**src/rtl/lab4_pkg.sv**
```systemverilog
// Shared types and constants for the 7-input exhaustive sweep tester.
package lab4_pkg;

   typedef enum logic [1:0] {
      IDLE  = 2'd0,
      SWEEP = 2'd1,
      DONE  = 2'd2
   } state_e;

   localparam int VEC_W = 7;
   localparam int SIG_W = 16;
   localparam logic [SIG_W-1:0] SIG_POLY = 16'h1021;
   localparam int NUM_VEC = 1 << VEC_W;

   // One MISR step: shift left, fold in the polynomial on carry-out, xor the new bit into bit 0.
   function automatic logic [SIG_W-1:0] misr_step(input logic [SIG_W-1:0] s, input logic b);
      return {s[SIG_W-2:0], 1'b0} ^ (s[SIG_W-1] ? SIG_POLY : '0) ^ {{(SIG_W-1){1'b0}}, b};
   endfunction

endpackage

```
**src/rtl/misr16.sv**
```systemverilog
// 16-bit multiple-input signature register; clear reloads the seed, en absorbs one din bit.
module misr16
   import lab4_pkg::*;
#(
   parameter logic [SIG_W-1:0] RST_VAL = 16'hFFFF
) (
   input  logic             clk,
   input  logic             rst_n,
   input  logic             clear,
   input  logic             en,
   input  logic             din,
   input  logic [SIG_W-1:0] seed,
   output logic [SIG_W-1:0] sig
);

   logic [SIG_W-1:0] sig_q, sig_d;

   always_comb begin
      sig_d = sig_q;
      if (clear) begin
         sig_d = seed;
      end else if (en) begin
         sig_d = misr_step(sig_q, din);
      end
   end

   // Reset value is a constant so the async reset never depends on a port.
   always_ff @(posedge clk or negedge rst_n) begin
      if (!rst_n) begin
         sig_q <= RST_VAL;
      end else begin
         sig_q <= sig_d;
      end
   end

   assign sig = sig_q;

endmodule

```
**src/rtl/lab4_sweep_tester.sv**
```systemverilog
// Walks all 128 input vectors of a 7-input function, counting ones and compressing
// the returned bits into a MISR signature.
module lab4_sweep_tester
   import lab4_pkg::*;
#(
   parameter logic [15:0] SIG_SEED = 16'hFFFF
) (
   input  logic        clk,
   input  logic        rst_n,
   input  logic        start,
   output logic        a,
   output logic        b,
   output logic        c,
   output logic        d,
   output logic        e,
   output logic        f,
   output logic        g,
   input  logic        f_in,
   output logic        busy,
   output logic        done,
   output logic [7:0]  ones_count,
   output logic [15:0] signature
);

   state_e           state_q, state_d;
   logic [VEC_W-1:0] idx_q, idx_d;
   logic [7:0]       ones_q, ones_d;
   logic             sig_clear;
   logic             sig_en;

   always_comb begin
      state_d   = state_q;
      idx_d     = idx_q;
      ones_d    = ones_q;
      sig_clear = 1'b0;
      sig_en    = 1'b0;
      unique case (state_q)
         IDLE, DONE: begin
            if (start) begin
               state_d   = SWEEP;
               idx_d     = '0;
               ones_d    = '0;
               sig_clear = 1'b1;
            end
         end
         SWEEP: begin
            sig_en = 1'b1;
            ones_d = ones_q + {7'b0, f_in};
            idx_d  = idx_q + 7'd1;
            if (idx_q == 7'(NUM_VEC - 1)) begin
               state_d = DONE;
            end
         end
         default: begin
            state_d = IDLE;
         end
      endcase
   end

   always_ff @(posedge clk or negedge rst_n) begin
      if (!rst_n) begin
         state_q <= IDLE;
         idx_q   <= '0;
         ones_q  <= '0;
      end else begin
         state_q <= state_d;
         idx_q   <= idx_d;
         ones_q  <= ones_d;
      end
   end

   misr16 #(
      .RST_VAL (SIG_SEED)
   ) u_misr (
      .clk   (clk),
      .rst_n (rst_n),
      .clear (sig_clear),
      .en    (sig_en),
      .din   (f_in),
      .seed  (SIG_SEED),
      .sig   (signature)
   );

   // Vector bits are gated by the registered state so nothing leaks outside a sweep.
   assign {g, f, e, d, c, b, a} = (state_q == SWEEP) ? idx_q : '0;
   assign busy       = (state_q == SWEEP);
   assign done       = (state_q == DONE);
   assign ones_count = ones_q;

endmodule

```
**config.mk**
```make
export PLATFORM = sky130hd
export DESIGN_NAME = lab4_sweep_tester
export DESIGN_NICKNAME = d
export VERILOG_FILES = /design/src/rtl/lab4_pkg.sv /design/src/rtl/misr16.sv /design/src/rtl/lab4_sweep_tester.sv
export SDC_FILE = /design/constraint.sdc
export NUM_CORES = 1
export LEC_CHECK = 0
export ABC_AREA = 1
export CORE_MARGIN = 2
export CORE_UTILIZATION = 53
export DETAILED_ROUTE_END_ITERATION = 8
export MAX_ROUTING_LAYER = met4
export PLACE_DENSITY = 0.95
export SYNTH_ARGS = -nofsm -noshare
export SYNTH_HDL_FRONTEND = slang
export SYNTH_SLANG_ARGS = --single-unit
```
**constraint.sdc**
```tcl
create_clock -name clk -period 1.8 [get_ports clk]
set_input_delay 0.18 -clock clk [delete_from_list [all_inputs] [get_ports clk]]
set_output_delay 0.18 -clock clk [all_outputs]
set_load 0.05 [all_outputs]
```
==> results by group, run 1 <==
Min path
  – Worst hold path class: input pin to asynchronous set/reset pin

Routing
  – Initial DRC count: 47
  – DR vias/cell: 5.32
  – Avg WL per Cell: 13.6 um
  – Pre-Repair DR Iteration Count: 4
  – Post-DRT Antenna Nets: 0
  – Routed wire length: 3.48 mm
  – Vias: 1362
  – DRC: 0

Synthesis
  – Yosys top cell by area: dfrtp_1
  – #FFs+latches synth: 33
  – Netlist cell types: 26
  – Mux contribution to synthesized area: 0%
  – Cells after synthesis: 184
  – Compound-Gate Fraction of Synth Area: 12.9%
  – Post-synthesis adder-cell area fraction: 2.33%
  – Sequential area share after synthesis: 52.6%
  – Simple logic cell fraction of the synthesized area: 21.8%
  – Yosys warning count: 0
  – Synth Cell Area: 1610 um2
  – Mapped Nets: 191
  – Synth area leaders: dfrtp_1 26%, dfstp_2 26%, nand2_1 9.6%
  – Largest family of logic cells by synthesized area: simple AND/OR/NAND/NOR gates
  – Post-synth top area share: 26.5%
  – Synth async-reset ratio: 100%
  – Xor/xnor share of the synthesized area: 1.09%
  – Most used DFF post-synth: dfrtp_1
  – Post-synth EDFFs: 0
  – Avg Cell Area, Syn: 8.74 um2

Critical path
  – Worst setup EP type: output pin
  – Worst EP required: 1.62 ns
  – Origin of the worst setup path: ones_count[4]
  – Crit path largest cell delay: 0.82 ns
  – Worst-path fanout max: 4
  – Crit path cell chain: clkdlybuf4s50_1
  – Bufs and invs on worst path: 1
  – Slowest cell on the critical path: clkdlybuf4s50_1
  – Arr. time, crit path: 1.57 ns
  – R2R Path Start: state_q[0]
  – CP top delay family: buffers and inverters
  – Setup CP Type: flop to output pin
  – Crit start category: flop

STA
  – Worst-case clock skew: 0.00527 ns
  – Period Utilization, post-route: 97.2%
  – Slew headroom: 66.4%
  – Worst-margin pin slew: 0.503 ns
  – Final Hold Viols: 0
  – Final setup fails: 0
  – RSZ-0062 raised after global routing: false
  – Fmax: 572 MHz
  – Max Slew Vio Count: 0
  – Setup Total Neg Slack: 0 ns
  – Final Critical Period: 1.75 ns

CTS
  – Setup Buffers After CTS: 0
  – Num Clock Sinks: 33
  – Total CTS buffers: 5
  – Clock tree buffer depth: 2
  – CTS tree: yes
  – Clk_lat worst skew: 0.35 ns
  – H-tree depth: 2
  – Clk slew on worst S/H paths: 0.10 ns
  – Root Buffer: clkbuf_4

Outcome
  – Status: finished, final reports clean

Placement
  – PortBufs: 36
  – Final HPWL DP: 2.40 mm
  – Placed cell count: 248
  – Final RePlAce weighted congestion: 0.837

Finish
  – Final Util: 74.1%
  – N_diodes: 0
  – Filler cells: 201
  – Layout cell share with drive strength beyond 1: 28.4%
  – Post-layout nets: 231
  – Area Overhead vs Synth: 30.4%
  – Final non-filler cell total: 256

GRT
  – Total track usage: 23.7%
  – Number of global-route vias before repair: 1399
  – Grt ovf: 0
  – Initial antenna violation count: 0
  – First-pass GRT wire length: 5.96 mm
  – Largest net degree at the start of global routing: 34

Floorplanning
  – Starting Density: 56.8%
  – IO Pins: 37
  – Area of the core: 2830 um2
  – Die area: 3490 um2
  – Num rows: 19
  – Die width: 59.1 um
  – Die Y-Extent: 59.1 um

Run
  – Max Cap Viol: 0
==> path summary, 6_finish.rpt <==
| kind | endpoint | slack, ns | cells after the start |
|---|---|---|---|
| max | ones_count[4] | 0.05 | 1 |
| min | state_q[1] | 0.21 | 2 |
| max reg2reg | ones_count[5] | 0.37 | 6 |
| min reg2reg | u_misr.sig[3] | 0.49 | 2 |
| max in group asynchronous | u_misr.sig[4] | 1.25 | 2 |
| min in group clk | state_q[1] | 0.46 | 2 |
==> cell usage in the layout (no fill, tap or decap), types with 3 or more instances in the layout <==
master / Yosys / final
ha_1: 3 / 3
dfstp_2: 16 / 16
nand2_2: 3 / 3
nand3_1: 9 / 9
nor2_1: 18 / 16
clkdlybuf4s50_1: 0 / 6
inv_1: 23 / 23
dfrtp_1: 17 / 16
o211ai_1: 3 / 3
o21ai_0: 13 / 13
buf_4: 2 / 19
clkbuf_4: 0 / 5
nand2_1: 41 / 41
a21oi_1: 17 / 17
buf_12: 1 / 8
inv_2: 3 / 3
dlymetal6s2s_1: 0 / 5
==> repair_timing <==
| action | in CTS | in global routing |
|---|---|---|
| hold buffers | 0 | 0 |
| setup endpoints to repair | 0 | 8 |
| gates resized for setup | 0 | 8 |
| endpoints found under the hold margin | 0 | 0 |
==> Yosys cell counts, drive strengths merged, types with 2 or more instances <==
cell type / instances
dfrtp: 17
nor2: 21
o31ai: 2
o211ai: 3
buf: 5
ha: 3
inv: 26
xnor2: 2
a21oi: 17
o21ai: 13
nand2: 45
dfstp: 16
nand3: 9
==> through the flow <==
stage / area [um2] / hold WS (ns) / setup slack, ns
floorplan: 1610 / -0.116 / 0.112
global placement: 2010 / 0.481 / 0.280
detailed placement: 2010 / 0.477 / 0.173
CTS: 2080 / 0.232 / 0.0210
global route: 2100 / 0.250 / 0.00628
finish: 2100 / 0.211 / 0.0509
==> per-layer routing <==
layer | global-route usage (%) | wire length (um)
met1 | 28.8 | 1550
met2 | 36.5 | 1670
met3 | 7.64 | 215
met4 | 9.74 | 43
met5 | - | 0
==> state kept, by name (all words and copies together) (netlist names) <==
name / cells
u_misr.sig: 16
ones_count: 8
idx_q: 7
state_q: 2
==> cell type report <==
class                   count  area [um2]  area share [%]
well taps                  31        38.8            1.85
flip-flops and latches     33         847            40.4
inverters                  26        97.6            4.65
multi-input cells         120         618            29.5
clock buffers               7        65.1            3.10
clock inverters             1        5.00           0.239
repair buffers             38         425            20.3
==> kinds of logic (layout without fill, tap and decap cells) <==
logic type      Yosys count  in the layout
compound gates           38             38
simple gates             77             77
buf+inv                  31             72
fa+ha+maj                 3              3
flops                    33             33
xor+xnor                  2              2
Power of run 1 is not shown: default switching activity piles up to over one toggle a cycle in this logic, so the estimate is an artifact.
==> run 2: changes to the inputs <==
--- a/config.mk
+++ b/config.mk
@@ -7,10 +7,10 @@
 export LEC_CHECK = 0
 export ABC_AREA = 1
 export CORE_MARGIN = 2
-export CORE_UTILIZATION = 53
+export CORE_UTILIZATION = 44
 export DETAILED_ROUTE_END_ITERATION = 8
 export MAX_ROUTING_LAYER = met4
-export PLACE_DENSITY = 0.95
+export PLACE_DENSITY = 0.74
 export SYNTH_ARGS = -nofsm -noshare
 export SYNTH_HDL_FRONTEND = slang
 export SYNTH_SLANG_ARGS = --single-unit
==> constraint.sdc (replaced) <==
create_clock -name clk -period 1.5 [get_ports clk]
set_input_delay 0.15 -clock clk [delete_from_list [all_inputs] [get_ports clk]]
set_output_delay 0.15 -clock clk [all_outputs]
set_load 0.05 [all_outputs]
==> results by group, run 2 (same netlist as run 1, synthesis figures left out) <==
Outcome
  – Status: finished, final reports clean

GRT
  – Grt ovf: 0
  – First-pass GRT wire length: 6.55 mm
  – Total track usage: 21.1%
  – Number of global-route vias before repair: 1437
  – Largest net degree at the start of global routing: 34
  – Initial antenna violation count: 0

STA
  – Fmax: 679 MHz
  – Slew headroom: 73.0%
  – Final Hold Viols: 0
  – Crit path setup slack, layout: 0.0266 ns
  – Worst-margin pin slew: 0.405 ns
  – Worst-case clock skew: 0.0148 ns
  – Final setup fails: 0
  – RSZ-0062 raised after global routing: true
  – Period Utilization, post-route: 98.2%
  – Max Slew Vio Count: 0
  – Final Critical Period: 1.47 ns

Critical path
  – Reg2reg end: ones_count[5]
  – Arr. time, crit path: 1.32 ns
  – R2R setup slack: 0.16 ns
  – Crit path largest cell delay: 0.45 ns
  – R2R depth: 6
  – Crit path cell chain: buf_6 > nor2_8 > nand2_2 > inv_2 > buf_12
  – R2R Path Start: state_q[1]
  – Crit start category: flop
  – Setup CP Type: flop to output pin
  – Worst EP required: 1.35 ns
  – Worst-path fanout max: 4
  – Worst setup EP type: output pin
  – Slowest cell on the critical path: dfrtp_2

Floorplanning
  – Num rows: 21
  – Area of the core: 3420 um2
  – Starting Density: 47.1%
  – Die width: 64.5 um
  – IO Pins: 37
  – Die Y-Extent: 64.5 um
  – Die area: 4150 um2

CTS
  – H-tree depth: 2
  – Num Clock Sinks: 33
  – CTS tree: yes
  – Clock tree buffer depth: 2
  – Clk slew on worst S/H paths: 0.12 ns
  – Clk_lat worst skew: 0.34 ns
  – Total CTS buffers: 5
  – Root Buffer: clkbuf_4
  – # hold bufs at CTS: 0

Routing
  – Avg WL per Cell: 13.0 um
  – Routed wire length: 3.76 mm
  – Pre-Repair DR Iteration Count: 4
  – Initial DRC count: 74
  – DR vias/cell: 5.00
  – Post-DRT Antenna Nets: 0
  – DRC: 0
  – Vias: 1444

Placement
  – Final RePlAce weighted congestion: 0.791
  – Final HPWL DP: 2.56 mm
  – PortBufs: 36
  – Placed cell count: 271
  – Post-Place Worst Slack: 0.00475 ns

Finish
  – Most frequent cells in the layout: 40 x nand2_1, 26 x buf_12, 25 x buf_4
  – Max reg flops: 16
  – Layout cell share with drive strength beyond 1: 39.1%
  – Final non-filler cell total: 289
  – N_diodes: 0
  – Area Overhead vs Synth: 53.6%
  – Post-layout nets: 249
  – Commonest non-fill, non-tap cell in the layout: nand2_1

Min path
  – Worst hold path class: input pin to asynchronous set/reset pin

Run
  – Max Cap Viol: 0
==> run 2: layout make-up <==
type	instances	area (um2)
tap	46	57.6
fill	269	946
clock buffer	7	65.1
timing repair buffer	56	761
sequential	33	850
inverter	26	100
multi-input combinational	120	632
clock inverter	1	5.00
==> run 2: how the worst max path moves through the flow <==
stage                    start       endpoint  slack (ns)  cells past startpoint
floorplan           state_q[1]              c       -0.16                      5
global placement          f_in  ones_count[4]        0.05                      8
CTS                 state_q[1]           busy      0.0008                      4
detailed placement        f_in  ones_count[4]       0.005                      8
global route        state_q[1]              f       -0.03                      5
finish              state_q[1]              f        0.03                      5
==> run 2: stage by stage <==
step / setup TNS [ns] / hold slack (ns) / util [%] / cell area, um2
2_1_floorplan: -0.634 / -0.146 / - / 1610
3_3_place_gp: 0 / 0.487 / 67.1 / 2290
3_5_place_dp: 0 / 0.488 / 67.1 / 2290
4_1_cts: 0 / 0.222 / 71.0 / 2420
5_1_grt: -0.0720 / 0.243 / 72.3 / 2470
6_report: 0 / 0.207 / 72.3 / 2470
==> run 2: critical path: cells and delay by family, from the launching register on <==
kind / cells / cell delay, ns
AND/OR/NAND/NOR: 2 / 0.22
buffers and inverters: 3 / 0.33
flip-flops: 1 / 0.45
==> run 2: per-layer routing <==
layer | vias to the layer above | track usage, % | part of all wire (%)
met4 | 0 | 6.12 | 1.2
met1 | 676 | 28.7 | 45
met3 | 5 | 5.73 | 6.6
met5 | - | - | 0
li1 | 706 | - | -
met2 | 57 | 31.5 | 47
==> run 2: repair_timing <==
action | in CTS | in global routing
endpoints found under the setup margin | 8 | 5
pin swaps | 2 | 2
buffers inserted | 5 | 5
gates cloned | 0 | 0
gates resized for setup | 8 | 3
Power of run 2 is left out for the same reason.
==> run 3: changes to the inputs <==
--- a/config.mk
+++ b/config.mk
@@ -10,7 +10,7 @@
 export CORE_UTILIZATION = 44
 export DETAILED_ROUTE_END_ITERATION = 8
 export MAX_ROUTING_LAYER = met4
-export PLACE_DENSITY = 0.74
+export PLACE_DENSITY_LB_ADDON = 0.12
 export SYNTH_ARGS = -nofsm -noshare
 export SYNTH_HDL_FRONTEND = slang
 export SYNTH_SLANG_ARGS = --single-unit
==> results by group, run 3 (same netlist as run 1, synthesis figures left out) <==
GRT
  – Number of global-route vias before repair: 1412
  – First-pass GRT wire length: 6.81 mm
  – Grt ovf: 0
  – Largest net degree at the start of global routing: 34
  – Initial antenna violation count: 0
  – Total track usage: 22.1%

CTS
  – Total CTS buffers: 5
  – CTS tree: yes
  – H-tree depth: 2
  – Clk_lat worst skew: 0.33 ns
  – Num Clock Sinks: 33
  – Clk slew on worst S/H paths: 0.11 ns
  – Clock tree buffer depth: 2
  – Root Buffer: clkbuf_4
  – # hold bufs at CTS: 0

Critical path
  – Arr. time, crit path: 1.33 ns
  – Crit start category: flop
  – Setup CP Type: flop to output pin
  – Crit path cell chain: inv_2 > nand2_8 > nor2_4 > buf_12
  – Bufs and invs on worst path: 2
  – Worst EP required: 1.35 ns
  – Worst setup EP type: output pin
  – CP top delay family: flip-flops
  – Slowest cell on the critical path: dfrtp_1
  – Crit path largest cell delay: 0.42 ns
  – Worst-path fanout max: 12

Outcome
  – Status: finished, final reports clean

STA
  – Slew headroom: 72.5%
  – Max Slew Vio Count: 0
  – Crit path setup slack, layout: 0.0174 ns
  – Worst-case clock skew: 0.0215 ns
  – Worst-margin pin slew: 0.413 ns
  – Period Utilization, post-route: 98.8%
  – RSZ-0062 raised after global routing: true
  – Fmax: 674 MHz
  – Final Critical Period: 1.48 ns
  – Final setup fails: 0
  – Final Hold Viols: 0

Placement
  – Post-Place Worst Slack: -0.0215 ns
  – Final HPWL DP: 2.78 mm
  – PortBufs: 36
  – Final RePlAce weighted congestion: 0.856

Finish
  – Most frequent cells in the layout: 40 x nand2_1, 29 x buf_4, 26 x buf_12
  – Commonest non-fill, non-tap cell in the layout: nand2_1
  – Area Overhead vs Synth: 54.7%
  – N_diodes: 0
  – Filler cells: 269
  – Post-layout nets: 252
  – Max reg flops: 16
  – Layout cell share with drive strength beyond 1: 39.0%

Floorplanning
  – IO Pins: 37
  – Die Y-Extent: 64.5 um
  – Area of the core: 3420 um2
  – Starting Density: 47.1%
  – Die area: 4150 um2
  – Num rows: 21
  – Die width: 64.5 um

Routing
  – Vias: 1495
  – Initial DRC count: 102
  – DRC: 0
  – Avg WL per Cell: 14.0 um
  – Routed wire length: 4.10 mm
  – Pre-Repair DR Iteration Count: 4
  – DR vias/cell: 5.12
  – Post-DRT Antenna Nets: 0

Min path
  – Worst hold path class: input pin to asynchronous set/reset pin

Run
  – Max Cap Viol: 0
run 3: changes by cell type in the layout (fill, tap and decap cells not counted), moves of 2 or more:
| cell | change |
|---|---|
| clkbuf_8 | -2 |
| nor2_4 | +4 |
| buf_4 | +4 |
| nor2_2 | -3 |
| clkbuf_1 | +2 |
run 3: layout make-up:
| cell class | count | area [um2] | area share, % |
|---|---|---|---|
| repair buffers | 59 | 779 | 31.3 |
| flip-flops and latches | 33 | 848 | 34.1 |
| clock buffers | 7 | 45.0 | 1.81 |
| clock inverters | 1 | 5.00 | 0.201 |
| multi-input cells | 120 | 654 | 26.3 |
| well taps | 46 | 57.6 | 2.31 |
| inverters | 26 | 97.6 | 3.92 |
run 3: layer usage:
layer | track usage [%] | vias to the layer above | wire [um]
met2 | 34.5 | 55 | 2060
met4 | 7.45 | 0 | 43
met1 | 28.2 | 721 | 1680
met3 | 6.08 | 5 | 308
li1 | - | 714 | -
met5 | - | - | 0
run 3: final timing paths:
check	from	endpoint	slack, ns	cells past startpoint
worst max-delay path	state_q[1]	g	0.02	4
worst min-delay path	rst_n	idx_q[5]	0.20	2
worst max register to register	state_q[1]	ones_count[2]	0.10	7
worst min register to register	idx_q[6]	state_q[0]	0.50	1
max in group asynchronous	rst_n	u_misr.sig[8]	0.94	2
min in group clk	start	state_q[1]	0.44	2
run 3: metrics by stage:
step	utilization (%)	instance area [um2]	TNS, ns	hold WS (ns)	cells
floorplan	-	1610	-0.634	-0.146	184
global placement	66.9	2290	0	0.474	270
detailed placement	66.9	2290	-0.0334	0.491	270
CTS	69.6	2380	-0.0623	0.220	281
global route	72.8	2490	-0.255	0.211	292
finish	72.8	2490	0	0.202	292
run 3: repair_timing:
action	CTS	global route
endpoints found under the setup margin	6	9
setup buffers	3	11
gates resized for setup	7	6
pin swaps	1	3
Power of run 3 is left out for the same reason.
